===== src/rtl/affine_pkg.sv =====
// Shared types for the picoMIPS affine front-end sequencer.
// Sequencer state encoding, default word width and the signed coordinate type.
package affine_pkg;

    localparam int DATALENGTH_DEF = 8;

    typedef logic signed [7:0] coord_t;

    typedef enum logic [2:0] {
        WAIT_X,
        LOAD_X,
        WAIT_Y,
        LOAD_Y,
        START,
        COMPUTE,
        SHOW_WAIT,
        SHOW_X
    } seq_state_t;

endpackage


===== src/rtl/affine_io_sequencer_if.sv =====
// Board-facing and datapath-facing signals of the affine sequencer.
// master = the sequencer itself, slave = switches/LEDs plus the datapath.
interface affine_io_sequencer_if #(
    parameter int DATALENGTH = affine_pkg::DATALENGTH_DEF
);
    logic [8:0]            SW;
    logic [DATALENGTH-1:0] x1;
    logic [DATALENGTH-1:0] y1;
    logic                  start;
    logic                  done;
    logic [DATALENGTH-1:0] x2;
    logic [DATALENGTH-1:0] y2;
    logic [DATALENGTH-1:0] dataout;
    logic                  busy;
    logic                  err;

    modport master (
        input  SW, done, x2, y2,
        output x1, y1, start, dataout, busy, err
    );

    modport slave (
        output SW, done, x2, y2,
        input  x1, y1, start, dataout, busy, err
    );
endinterface


===== src/rtl/affine_io_sequencer_sw_edge_sync.sv =====
// Switch synchronizer with strobe edge detection; SW[8:0] travels as one vector.
// Define AFFINE_SEQ_DEBOUNCE_EN to filter the strobe through a DEBOUNCE_CYCLES counter.
module sw_edge_sync #(
    parameter int SYNC_STAGES     = 2,
    parameter int DEBOUNCE_CYCLES = 4
) (
    input  logic       clk,
    input  logic       rst,
    input  logic [8:0] sw_in,
    output logic [7:0] data,
    output logic       rise,
    output logic       fall
);
    if (SYNC_STAGES < 2 || DEBOUNCE_CYCLES < 1) begin : g_param_check
        $error("sw_edge_sync: needs SYNC_STAGES >= 2 and DEBOUNCE_CYCLES >= 1");
    end

    logic [SYNC_STAGES-1:0][8:0] sync_q, sync_d;
    logic                        sync8;
    logic                        strobe;
    logic                        prev_q;

    always_comb begin
        sync_d = '0;
        sync_d[0] = sw_in;
        for (int i = 1; i < SYNC_STAGES; i++) begin
            sync_d[i] = sync_q[i-1];
        end
    end

    always_ff @(posedge clk) begin
        if (!rst) begin
            sync_q <= '0;
            prev_q <= 1'b0;
        end else begin
            sync_q <= sync_d;
            prev_q <= strobe;
        end
    end

    assign sync8 = sync_q[SYNC_STAGES-1][8];
    assign data  = sync_q[SYNC_STAGES-1][7:0];

`ifdef AFFINE_SEQ_DEBOUNCE_EN
    localparam int DB_W = (DEBOUNCE_CYCLES < 2) ? 1 : $clog2(DEBOUNCE_CYCLES);

    logic            filt_q, filt_d;
    logic [DB_W-1:0] db_cnt_q, db_cnt_d;

    // Counter tracks consecutive cycles where the synced strobe disagrees with the filtered one.
    always_comb begin
        filt_d   = filt_q;
        db_cnt_d = '0;
        if (sync8 != filt_q) begin
            if (db_cnt_q == DB_W'(DEBOUNCE_CYCLES - 1)) begin
                filt_d = sync8;
            end else begin
                db_cnt_d = db_cnt_q + 1'b1;
            end
        end
    end

    always_ff @(posedge clk) begin
        if (!rst) begin
            filt_q   <= 1'b0;
            db_cnt_q <= '0;
        end else begin
            filt_q   <= filt_d;
            db_cnt_q <= db_cnt_d;
        end
    end

    assign strobe = filt_q;
`else
    assign strobe = sync8;
`endif

    assign rise = strobe & ~prev_q;
    assign fall = ~strobe & prev_q;

endmodule


===== src/rtl/affine_io_sequencer.sv =====
// SW[8] handshake sequencer: capture x1/y1, pulse start, await done, show x2/y2 on LEDs.
// Optional strobe debounce is enabled with AFFINE_SEQ_DEBOUNCE_EN (see sw_edge_sync).
module affine_io_sequencer
    import affine_pkg::*;
#(
    parameter int datalength      = DATALENGTH_DEF,
    parameter int SYNC_STAGES     = 2,
    parameter int TIMEOUT         = 255,
    parameter int DEBOUNCE_CYCLES = 4
) (
    input  logic                  clk,
    input  logic                  rst,
    affine_io_sequencer_if.master io
);
    localparam int CNT_W = (TIMEOUT < 1) ? 1 : $clog2(TIMEOUT + 1);

    seq_state_t            state_q, state_d;
    logic [datalength-1:0] x1_q, x1_d;
    logic [datalength-1:0] y1_q, y1_d;
    logic [datalength-1:0] dout_q, dout_d;
    logic                  err_q, err_d;
    logic [CNT_W-1:0]      cnt_q, cnt_d;

    logic [7:0]            sw_data;
    coord_t                sw_coord;
    logic [datalength-1:0] sw_word;
    logic                  rise;
    logic                  fall;

    sw_edge_sync #(
        .SYNC_STAGES    (SYNC_STAGES),
        .DEBOUNCE_CYCLES(DEBOUNCE_CYCLES)
    ) u_sw_edge_sync (
        .clk  (clk),
        .rst  (rst),
        .sw_in(io.SW),
        .data (sw_data),
        .rise (rise),
        .fall (fall)
    );

    // Switch data is signed; widen with sign extension if datalength exceeds 8.
    assign sw_coord = coord_t'(sw_data);
    assign sw_word  = datalength'(sw_coord);

    always_comb begin
        state_d = state_q;
        x1_d    = x1_q;
        y1_d    = y1_q;
        dout_d  = dout_q;
        err_d   = err_q;
        cnt_d   = cnt_q;
        case (state_q)
            WAIT_X: if (rise) state_d = LOAD_X;
            LOAD_X: begin
                dout_d = sw_word;
                if (fall) begin
                    x1_d    = sw_word;
                    err_d   = 1'b0;
                    state_d = WAIT_Y;
                end
            end
            WAIT_Y: if (rise) state_d = LOAD_Y;
            LOAD_Y: begin
                dout_d = sw_word;
                if (fall) begin
                    y1_d    = sw_word;
                    state_d = START;
                end
            end
            START: begin
                cnt_d   = '0;
                state_d = COMPUTE;
            end
            COMPUTE: begin
                cnt_d = cnt_q + 1'b1;
                // done takes priority over a timeout expiring in the same cycle
                if (io.done) begin
                    state_d = SHOW_WAIT;
                end else if (cnt_q == CNT_W'(TIMEOUT)) begin
                    err_d   = 1'b1;
                    dout_d  = '0;
                    state_d = WAIT_X;
                end
            end
            SHOW_WAIT: begin
                if (rise) begin
                    dout_d  = io.x2;
                    state_d = SHOW_X;
                end
            end
            SHOW_X: begin
                if (fall) begin
                    dout_d  = io.y2;
                    state_d = WAIT_X;
                end
            end
            default: state_d = WAIT_X;
        endcase
    end

    always_ff @(posedge clk) begin
        if (!rst) begin
            state_q <= WAIT_X;
            x1_q    <= '0;
            y1_q    <= '0;
            dout_q  <= '0;
            err_q   <= 1'b0;
            cnt_q   <= '0;
        end else begin
            state_q <= state_d;
            x1_q    <= x1_d;
            y1_q    <= y1_d;
            dout_q  <= dout_d;
            err_q   <= err_d;
            cnt_q   <= cnt_d;
        end
    end

    assign io.x1      = x1_q;
    assign io.y1      = y1_q;
    assign io.dataout = dout_q;
    assign io.err     = err_q;
    assign io.start   = (state_q == START);
    assign io.busy    = (state_q == START) || (state_q == COMPUTE);

endmodule


===== src/flat_wrapper.sv =====
// flat-port wrapper written by rule: the top's interface ports become plain ports
module affine_io_sequencer_flat import affine_pkg::*;
#(
    parameter int datalength      = DATALENGTH_DEF,
    parameter int SYNC_STAGES     = 2,
    parameter int TIMEOUT         = 255,
    parameter int DEBOUNCE_CYCLES = 4
)
  (clk, rst, io_SW, io_done, io_x2, io_y2, io_x1, io_y1, io_start, io_dataout, io_busy, io_err);
  affine_io_sequencer_if #(.DATALENGTH(8)) io_i ();
  input  logic clk;
  input  logic rst;
  input wire logic [$bits(io_i.SW)-1:0] io_SW;
  input wire logic [$bits(io_i.done)-1:0] io_done;
  input wire logic [$bits(io_i.x2)-1:0] io_x2;
  input wire logic [$bits(io_i.y2)-1:0] io_y2;
  output wire logic [$bits(io_i.x1)-1:0] io_x1;
  output wire logic [$bits(io_i.y1)-1:0] io_y1;
  output wire logic [$bits(io_i.start)-1:0] io_start;
  output wire logic [$bits(io_i.dataout)-1:0] io_dataout;
  output wire logic [$bits(io_i.busy)-1:0] io_busy;
  output wire logic [$bits(io_i.err)-1:0] io_err;
  assign io_i.SW = io_SW;
  assign io_i.done = io_done;
  assign io_i.x2 = io_x2;
  assign io_i.y2 = io_y2;
  assign io_x1 = io_i.x1;
  assign io_y1 = io_i.y1;
  assign io_start = io_i.start;
  assign io_dataout = io_i.dataout;
  assign io_busy = io_i.busy;
  assign io_err = io_i.err;
  affine_io_sequencer #(.datalength(datalength), .SYNC_STAGES(SYNC_STAGES), .TIMEOUT(TIMEOUT), .DEBOUNCE_CYCLES(DEBOUNCE_CYCLES)) u_core (.clk(clk), .rst(rst), .io(io_i));
endmodule

===== config.mk =====
export PLATFORM = sky130hd
export DESIGN_NAME = affine_io_sequencer_flat
export DESIGN_NICKNAME = d
export VERILOG_FILES = /design/src/rtl/affine_pkg.sv /design/src/rtl/affine_io_sequencer_if.sv /design/src/rtl/affine_io_sequencer_sw_edge_sync.sv /design/src/rtl/affine_io_sequencer.sv /design/src/flat_wrapper.sv
export SDC_FILE = /design/constraint.sdc
export NUM_CORES = 1
export LEC_CHECK = 0
export CAP_MARGIN = 20
export CORE_UTILIZATION = 44
export DETAILED_ROUTE_END_ITERATION = 12
export PLACE_DENSITY = 0.77
export SETUP_SLACK_MARGIN = 0.15
export SKIP_LAST_GASP = 1
export SYNTH_ARGS = -nofsm -noshare
export SYNTH_HDL_FRONTEND = slang
export SYNTH_SLANG_ARGS = --single-unit

===== constraint.sdc =====
create_clock -name clk -period 1.5 [get_ports clk]
set_input_delay 0.225 -clock clk [delete_from_list [all_inputs] [get_ports clk]]
set_output_delay 0.225 -clock clk [all_outputs]
set_load 0.005 [all_outputs]

-- Word level (Yosys, flattened, before mapping)
Index checks and enable logic that the tools add are counted.
- reductions and logical operators: 11
- add/sub/neg operators: 1
- equal/unequal tests: 17
- bitwise gates (word level): 4
- muxes and demuxes: 19
- operators by type and width (operator ; number):
    2-to-1 mux 8 bit ; 4
    case mux 8 bit (4 select lines) ; 1
    2-to-1 mux 3 bit ; 8
    case mux 3 bit (8 select lines) ; 1
    case mux 8 bit (2 select lines) ; 1
    inequality test 2 x 1 -> 1 bit, second input constant ; 7
    equality test 3 bit, second input constant ; 4
    adder 8 x 1 -> 8 bit, second input constant ; 1
    equality test 8 bit, second input constant ; 1
    AND reduction 7 bit ; 1
    equality test 3 x 2 -> 1 bit, second input constant ; 2
    AND reduction 5 bit ; 1
    AND reduction 2 bit ; 2
    AND reduction 4 bit ; 1
    nonzero test 2 bit ; 2
    nonzero test 4 bit ; 1
    equality test 3 x 1 -> 1 bit, second input constant ; 1
    logical NOT 3 bit ; 1
    2-to-1 mux 1 bit ; 3
    inequality test 3 x 2 -> 1 bit, second input constant ; 1
    AND 1 bit ; 2
    inequality test 2 bit, second input constant ; 1
    inverter 1 bit ; 2
    case mux 1 bit (2 select lines) ; 1
    other kinds (2) ; 2
- word-level logic and storage cells: 61
- input bits: 28
- flip-flop bits (word level): 55
- output and inout port bits: 27

-- Longest topological paths before layout
Gate-level depths: netlist of the first run.
- depth after elaboration: 4
- depth in mapped cells: 6

-- Hierarchy
A second synthesis of the first run with hierarchy kept.
- cell total of the unflattened synthesis: 256
- area, all modules: 2352.3 um2
- by module, submodules not included (module ; area an instance (um2) ; seq. area each (um2) ; cells an instance ; times used):
    affine_io_sequencer ; 1810.5 ; 720.7 ; 215 ; 1
    sw_edge_sync ; 541.8 ; 380.4 ; 41 ; 1

-- Worst setup path before layout of the first run
OpenSTA, ideal clock, no wires.
- path kind: flip-flop to flip-flop
- from: register u_core.cnt_q[0]
- to: register u_core.dout_q[0], in the netlist u_core.io.dataout[0]
- path slack: 93 ps
- period minus slack after synthesis: 1407 ps
- cell stages (with the launch flop): 6
- arrival time: 1275 ps
- required time: 1368 ps
- path through: dfxtp_1 ha_1 nand4_1 nor3_2 o22ai_4 mux2i_1
- longest elaborated chain between the ends: 3
- RTL lines (element ; RTL line ; text):
    start, declared ; affine_io_sequencer.sv:22 ; logic [CNT_W-1:0] cnt_q, cnt_d;
    start signal, assigned ; affine_io_sequencer.sv:116 ; cnt_q <= cnt_d;
    equality test 8 bit ; affine_io_sequencer.sv:80 ; end else if (cnt_q == CNT_W'(TIMEOUT)) begin
    inequality test 2 x 1 -> 1 bit (no source line) ; -- ;
    AND reduction 5 bit (no source line) ; -- ;
    end signal, assigned ; affine_io_sequencer.sv:114 ; dout_q <= dout_d;
    end, declared ; affine_io_sequencer.sv:20 ; logic [datalength-1:0] dout_q, dout_d;
No other way between the ends.
A chain may end at the register's enable or synchronous reset.

-- Worst setup path in the final report of the first run
Same ends and word-level chain as after synthesis.

==> impl_metrics.csv, run 1 <==
group,metric,value,unit
outcome,status,"completed",
hold_path,hold_depth,2,
worst_setup_path,cp_data_arrival_time,1.62,ns
floorplan,die_h,74.9,um
clock_network,cts_tree,"built",
sta,finalMaxSlewViolations,0,
route,drtPass1Iterations,4,
place,dp_hpwl,3470,um
floorplan,die-area,0.00561,mm^2
global_route,grt_pass1_wl,7530,um
synth,synth_warnings,0,
finish,drive_gt1_frac,0.271,
worst_setup_path,crit_type,"reg2reg",
sta,post-route-period-util,0.954,
place,dpl.cell_count,365,
synth,synth_top_cell_area_share,0.471,
sta,max_slew_margin,0.749,
place,gp_congestion,0.866,
synth,ys_seq_elements,55,
sta,final_hold_viol_count,0,
floorplan,die_w,74.9,um
sta,period_needed,1.43,ns
clock_network,cts_made_buffers,5,
worst_setup_path,worstReg2RegStart,"u_core.cnt_q[0]",
clock_network,cts_hold_buf,0,
floorplan,rows,26,
clock_network,worstSkewPairLatency,0.31,ns
route,drt_wl_total,5160,um
floorplan,io_pins,55,
worst_setup_path,crit_buf_inv,0,
synth,synth_cells,245,
floorplan,core_area,0.00511,mm^2
worst_setup_path,path_delay_family,"simple AND/OR/NAND/NOR gates",
worst_setup_path,slowest_delay,0.39,ns
clock_network,clock-sinks,55,
clock_network,cts_buffer_depth,2,
synth,synth_cell_types,42,
synth,async_reset_ff_frac,0,
hold_path,worstHoldPathType,"in2reg",
route,vias_per_cell,5.04,
sta,rsz0062_at_grt,"yes",
worst_setup_path,crit_required,1.69,ns
global_route,grt_use_total,0.178,
finish,fillers,414,
floorplan,initial_core_util,0.458,
finish,area_growth,42.2,%
power,power.total,2.58,mW
global_route,first_global_vias,1750,
finish,fin_cells,384,
route,antenna_left,0,
finish,layout_commonest_cell,"nand2_1",
sta,max_freq,0.699,GHz
power,power_leakage,1.42,nW
power,peakVddDrop,529,uV
finish,diodes,0,
clock_network,clkTransAtPathRegs,0.10,ns
global_route,grt_max_degree,26,
global_route,gr-total-overflow,0,
worst_setup_path,reg2reg_depth,5,
power,p_per_area,776,mW/mm^2
route,routedWlPerCell,13.4,um
synth,yosysTopAreaCell,"dfxtp_1",
sta,tightest_slew,0.377,ns
synth,netlist_area,0.00234,mm^2
sta,setup_viol,0,
worst_setup_path,crit_path_cell_trace,"ha_4, nand4_1, nor3_4, o22ai_4, mux2i_1",
route,drc,0,
worst_setup_path,path_depth,5,
worst_setup_path,critPathCaptureType,"register",
finish,post-route-util,0.651,
global_route,antenna_found_initial,0,
worst_setup_path,slowest_stage,"dfxtp_4",
finish,final_cell_mix,"nand2_1, dfxtp_2, clkdlybuf4s50_1",
sta,skew,0.00538,ns
hold_path,hold_start,"rst",
synth,syn_avg_cell_area,9.54,um^2
route,drt-initial-drc-count,56,
synth,synth_fp_nets,274,
worst_setup_path,startpoint_type,"register",
place,io_buffers,54,
clock_network,clock-root-buffer,"clkbuf_8",
worst_setup_path,crit_path_max_fanout,8,
worst_setup_path,startpoint,"u_core.cnt_q[0]",
clock_network,h-tree-depth,2,
synth,synth_area_leaders,"dfxtp_1, mux2i_1, and2_1",
finish,final_nets,342,
route,num_vias,1937,
flow_run,maxCapViolations,0,
synth,synth_edf_count,0,
synth,yosys_most_used_dff,"dfxtp_1",
synth,synth-seq-area-share,0.471,
[worst register-to-register path, cell delays in order, from the launching register on]
cell and delay (ns):
dfxtp_4 0.39, ha_4 0.14, nand4_1 0.20, nor3_4 0.27
o22ai_4 0.17, mux2i_1 0.15
[area by class of cell]
cell class / count / area [um^2] / area share
clock buffer: 5 / 68.8 / 0.0207
clock inverter: 3 / 28.8 / 0.00866
inverter: 4 / 15.0 / 0.00452
multi-input combinational: 170 / 1240 / 0.374
sequential: 55 / 1150 / 0.346
tap: 70 / 87.6 / 0.0264
timing repair buffer: 77 / 729 / 0.220
[cell usage after synthesis (2+ instances only)]
cell type  number
dfxtp_1        55
nand2_1        32
mux2i_1        24
and2_1         20
nand3_1        13
nor2b_1        11
a21boi_1       10
clkbuf_1        9
o2bb2ai_1       8
a21oi_1         6
buf_2           6
nor2_1          6
o21ai_1         4
inv_1           3
nand2b_1        3
nor3_1          3
a211o_1         2
a21o_1          2
nand2_2         2
nand3b_1        2
o211a_1         2
or2_1           2
[registers in the layout, indices dropped and copies added, names as in the netlist]
| register | count |
|---|---|
| u_core.io.dataout | 8 |
| u_core.state_q | 3 |
| u_core.cnt_q | 8 |
| u_core.u_sw_edge_sync.strobe | 1 |
| u_core.io.err | 1 |
| u_core.u_sw_edge_sync.data | 8 |
| u_core.u_sw_edge_sync.sync_d | 9 |
| u_core.io.y1 | 8 |
| u_core.io.x1 | 8 |
| u_core.u_sw_edge_sync.prev_q | 1 |
[logic make-up after synthesis]
logic type               count (synthesis)  synth area share
flip-flops                              55             0.471
adder cells (fa/ha/maj)                  1           0.00535
AO/OA/AOI/OAI                           42             0.141
multiplexers                            24             0.103
AND/OR/NAND/NOR                        103             0.241
buffers and inverters                   20            0.0385
[report_power, final]
group / total, mW / internal, mW / switching, mW
clock: 0.874 / 0.353 / 0.520
combinational: 0.205 / 0.129 / 0.0761
sequential: 1.50 / 1.48 / 0.0185
[per-layer routing]
metal | vias up | global-route usage | wire length (um)
li1 | 979 | - | -
met1 | 901 | 0.223 | 2270
met2 | 49 | 0.304 | 2570
met3 | 8 | 0.0361 | 238
met4 | 0 | 0.0608 | 80
met5 | - | 0 | 0
[per-stage QoR]
step / hold slack [ns] / area, um^2 / setup slack [ns] / TNS [ns]
floorplan: 0.352 / 2350 / 0.147 / 0
global placement: 0.415 / 2990 / 0.00634 / 0
detailed placement: 0.418 / 2990 / -0.0662 / -0.463
CTS: 0.319 / 3150 / 0.0777 / 0
global route: 0.346 / 3320 / 0.00867 / 0
finish: 0.335 / 3320 / 0.0689 / 0
[timing repair]
action	CTS	global route
gates resized for setup	54	39
pin swaps	4	7
setup endpoints to repair	48	33
gates cloned	0	1
setup buffers	4	6
[path summary, 6_finish.rpt]
check                                  endpoint  slack (ns)
setup / recovery           u_core.io.dataout[0]        0.07
hold / removal                u_core.state_q[0]        0.33
setup reg to reg           u_core.io.dataout[0]        0.07
hold reg to reg   u_core.u_sw_edge_sync.data[7]        0.44
Power figures use the tool's default switching activity.
==> inputs of run 2 (changes only) <==
--- a/config.mk
+++ b/config.mk
@@ -8,7 +8,7 @@
 export CAP_MARGIN = 20
 export CORE_UTILIZATION = 44
 export DETAILED_ROUTE_END_ITERATION = 12
-export PLACE_DENSITY = 0.77
+export PLACE_DENSITY = 0.79
 export SETUP_SLACK_MARGIN = 0.15
 export SKIP_LAST_GASP = 1
 export SYNTH_ARGS = -nofsm -noshare
==> impl_metrics.csv, run 2 (synthesized netlist as in run 1, its figures left out) <==
group,metric,value,unit
outcome,status,"finished with violations",
outcome,violations,"negative setup slack",
floorplan,io_pins,55,
worst_setup_path,cp_data_arrival_time,1.71,ns
finish,diodes,0,
clock_network,cts_made_buffers,5,
clock_network,h-tree-depth,2,
route,antenna_left,0,
floorplan,die-area,0.00561,mm^2
hold_path,hold_depth,3,
clock_network,worstSkewPairLatency,0.31,ns
hold_path,hold_end,"u_core.io.dataout[2]",
power,p_per_area,774,mW/mm^2
sta,hold-worst-slack,0.417,ns
finish,drive_gt1_frac,0.290,
finish,final_nets,345,
sta,skew,0.00662,ns
sta,setup_ws,-0.00422,ns
floorplan,core_area,0.00511,mm^2
clock_network,cts_tree,"built",
hold_path,hold_start,"rst",
worst_setup_path,critPathCaptureType,"register",
worst_setup_path,rrSetupSlack,-0.004,ns
finish,largest_reg_flops,9,
sta,max_slew_margin,0.613,
global_route,grt_pass1_wl,7910,um
finish,final_cell_mix,"nand2_1, dfxtp_2, clkdlybuf4s50_1",
place,dp_hpwl,3460,um
worst_setup_path,reg2reg_depth,6,
clock_network,clkTransAtPathRegs,0.11,ns
route,vias_per_cell,5.08,
sta,setup_viol,1,
finish,post-route-util,0.659,
sta,finalMaxSlewViolations,0,
worst_setup_path,crit_path_cell_trace,"ha_4, nand4_1, nor3_4, buf_4, o21ai_2, a31o_1",
route,drc,0,
worst_setup_path,path_delay_family,"simple AND/OR/NAND/NOR gates",
worst_setup_path,crit_buf_inv,1,
sta,tns,-0.00422,ns
worst_setup_path,crit_type,"reg2reg",
worst_setup_path,crit_path_max_fanout,4,
global_route,antenna_found_initial,0,
worst_setup_path,slowest_stage,"dfxtp_4",
floorplan,die_w,74.9,um
global_route,grt_use_total,0.188,
global_route,gr-total-overflow,0,
worst_setup_path,r2r-end,"u_core.state_q[2]",
power,peakVddDrop,628,uV
place,io_buffers,54,
sta,final_hold_viol_count,0,
power,power.total,2.60,mW
place,gp_congestion,0.859,
worst_setup_path,worstReg2RegStart,"u_core.cnt_q[0]",
sta,max_freq,0.665,GHz
sta,rsz0062_at_grt,"yes",
clock_network,cts_hold_buf,0,
route,routedWlPerCell,13.9,um
floorplan,rows,26,
finish,layout_commonest_cell,"nand2_1",
clock_network,cts_buffer_depth,2,
finish,area_growth,44.0,%
floorplan,die_h,74.9,um
route,drt-initial-drc-count,124,
sta,post-route-period-util,1.00,
flow_run,maxCapViolations,0,
route,num_vias,1966,
worst_setup_path,crit_required,1.71,ns
clock_network,clock-sinks,55,
global_route,first_global_vias,1715,
route,drt_wl_total,5390,um
floorplan,initial_core_util,0.458,
clock_network,clock-root-buffer,"clkbuf_8",
hold_path,worstHoldPathType,"in2reg",
worst_setup_path,slowest_delay,0.38,ns
sta,tightest_slew,0.580,ns
global_route,grt_max_degree,34,
route,drtPass1Iterations,4,
sta,period_needed,1.50,ns
power,power_leakage,1.42,nW
worst_setup_path,startpoint_type,"register",
[run 2: cell count changes in the layout (fill, tap and decap cells not counted), moves of 2 or more]
| cell | change |
|---|---|
| dlymetal6s2s_1 | -4 |
| buf_6 | -2 |
| dlygate4sd2_1 | +4 |
| buf_4 | +2 |
| buf_12 | +4 |
[run 2: stage by stage]
step                area, um^2  setup slack [ns]  instances
finish                    3370          -0.00422        387
global route              3370           -0.0777        387
CTS                       3240            0.0774        379
detailed placement        3010           -0.0411        364
global placement          3010           0.00553        364
floorplan                 2350             0.147        245
[run 2: cell type report]
class / instances / area [um^2]
fillers: 417 / 1740
multi-input cells: 170 / 1240
flip-flops and latches: 55 / 1150
repair buffers: 80 / 772
well taps: 70 / 87.6
clock buffers: 5 / 68.8
clock inverters: 3 / 33.8
inverters: 4 / 15.0
[run 2: report_power, final]
| part | internal (mW) | total (mW) | switching, mW |
|---|---|---|---|
| clock network | 0.355 | 0.882 | 0.526 |
| logic | 0.142 | 0.221 | 0.0797 |
| registers | 1.48 | 1.50 | 0.0197 |
| total | 1.98 | 2.60 | 0.626 |
[run 2: worst reg2reg max path, stage by stage (launching register included)]
cell     delay, ns
dfxtp_4       0.38
ha_4          0.13
nand4_1       0.16
nor3_4        0.33
buf_4         0.17
o21ai_2       0.05
a31o_1        0.18
[run 2: how the worst max path moves through the flow]
stage / start / endpoint / cells past startpoint
floorplan: u_core.cnt_q[1] / u_core.io.dataout[0] / 5
global placement: io_done / u_core.io.dataout[0] / 4
detailed placement: io_done / u_core.io.dataout[7] / 4
CTS: u_core.state_q[0] / io_start / 3
global route: u_core.cnt_q[0] / u_core.io.dataout[2] / 6
finish: u_core.cnt_q[0] / u_core.state_q[2] / 6
[run 2: metal layers]
layer,GRT usage,part of all wire,wire [um],up-vias
met5,0,0,0,-
met4,0.0608,0.011,60,0
met3,0.0428,0.048,257,8
met2,0.302,0.52,2780,62
met1,0.250,0.42,2290,912
li1,-,-,-,984
[run 2: timing repair]
item                                    in CTS  in global routing
buffers inserted                             6                  8
pin swaps                                    4                  9
endpoints found under the setup margin      54                 31
gates cloned                                 1                  0
resized for setup                           67                 22
==> inputs of run 3 (changes only) <==
--- a/config.mk
+++ b/config.mk
@@ -8,6 +8,7 @@
 export CAP_MARGIN = 20
 export CORE_UTILIZATION = 44
 export DETAILED_ROUTE_END_ITERATION = 12
+export GPL_ROUTABILITY_DRIVEN = 1
 export PLACE_DENSITY = 0.79
 export SETUP_SLACK_MARGIN = 0.15
 export SKIP_LAST_GASP = 1
==> results of run 3 <==
No change in the layout: final DEF, timing and power equal those of run 2.
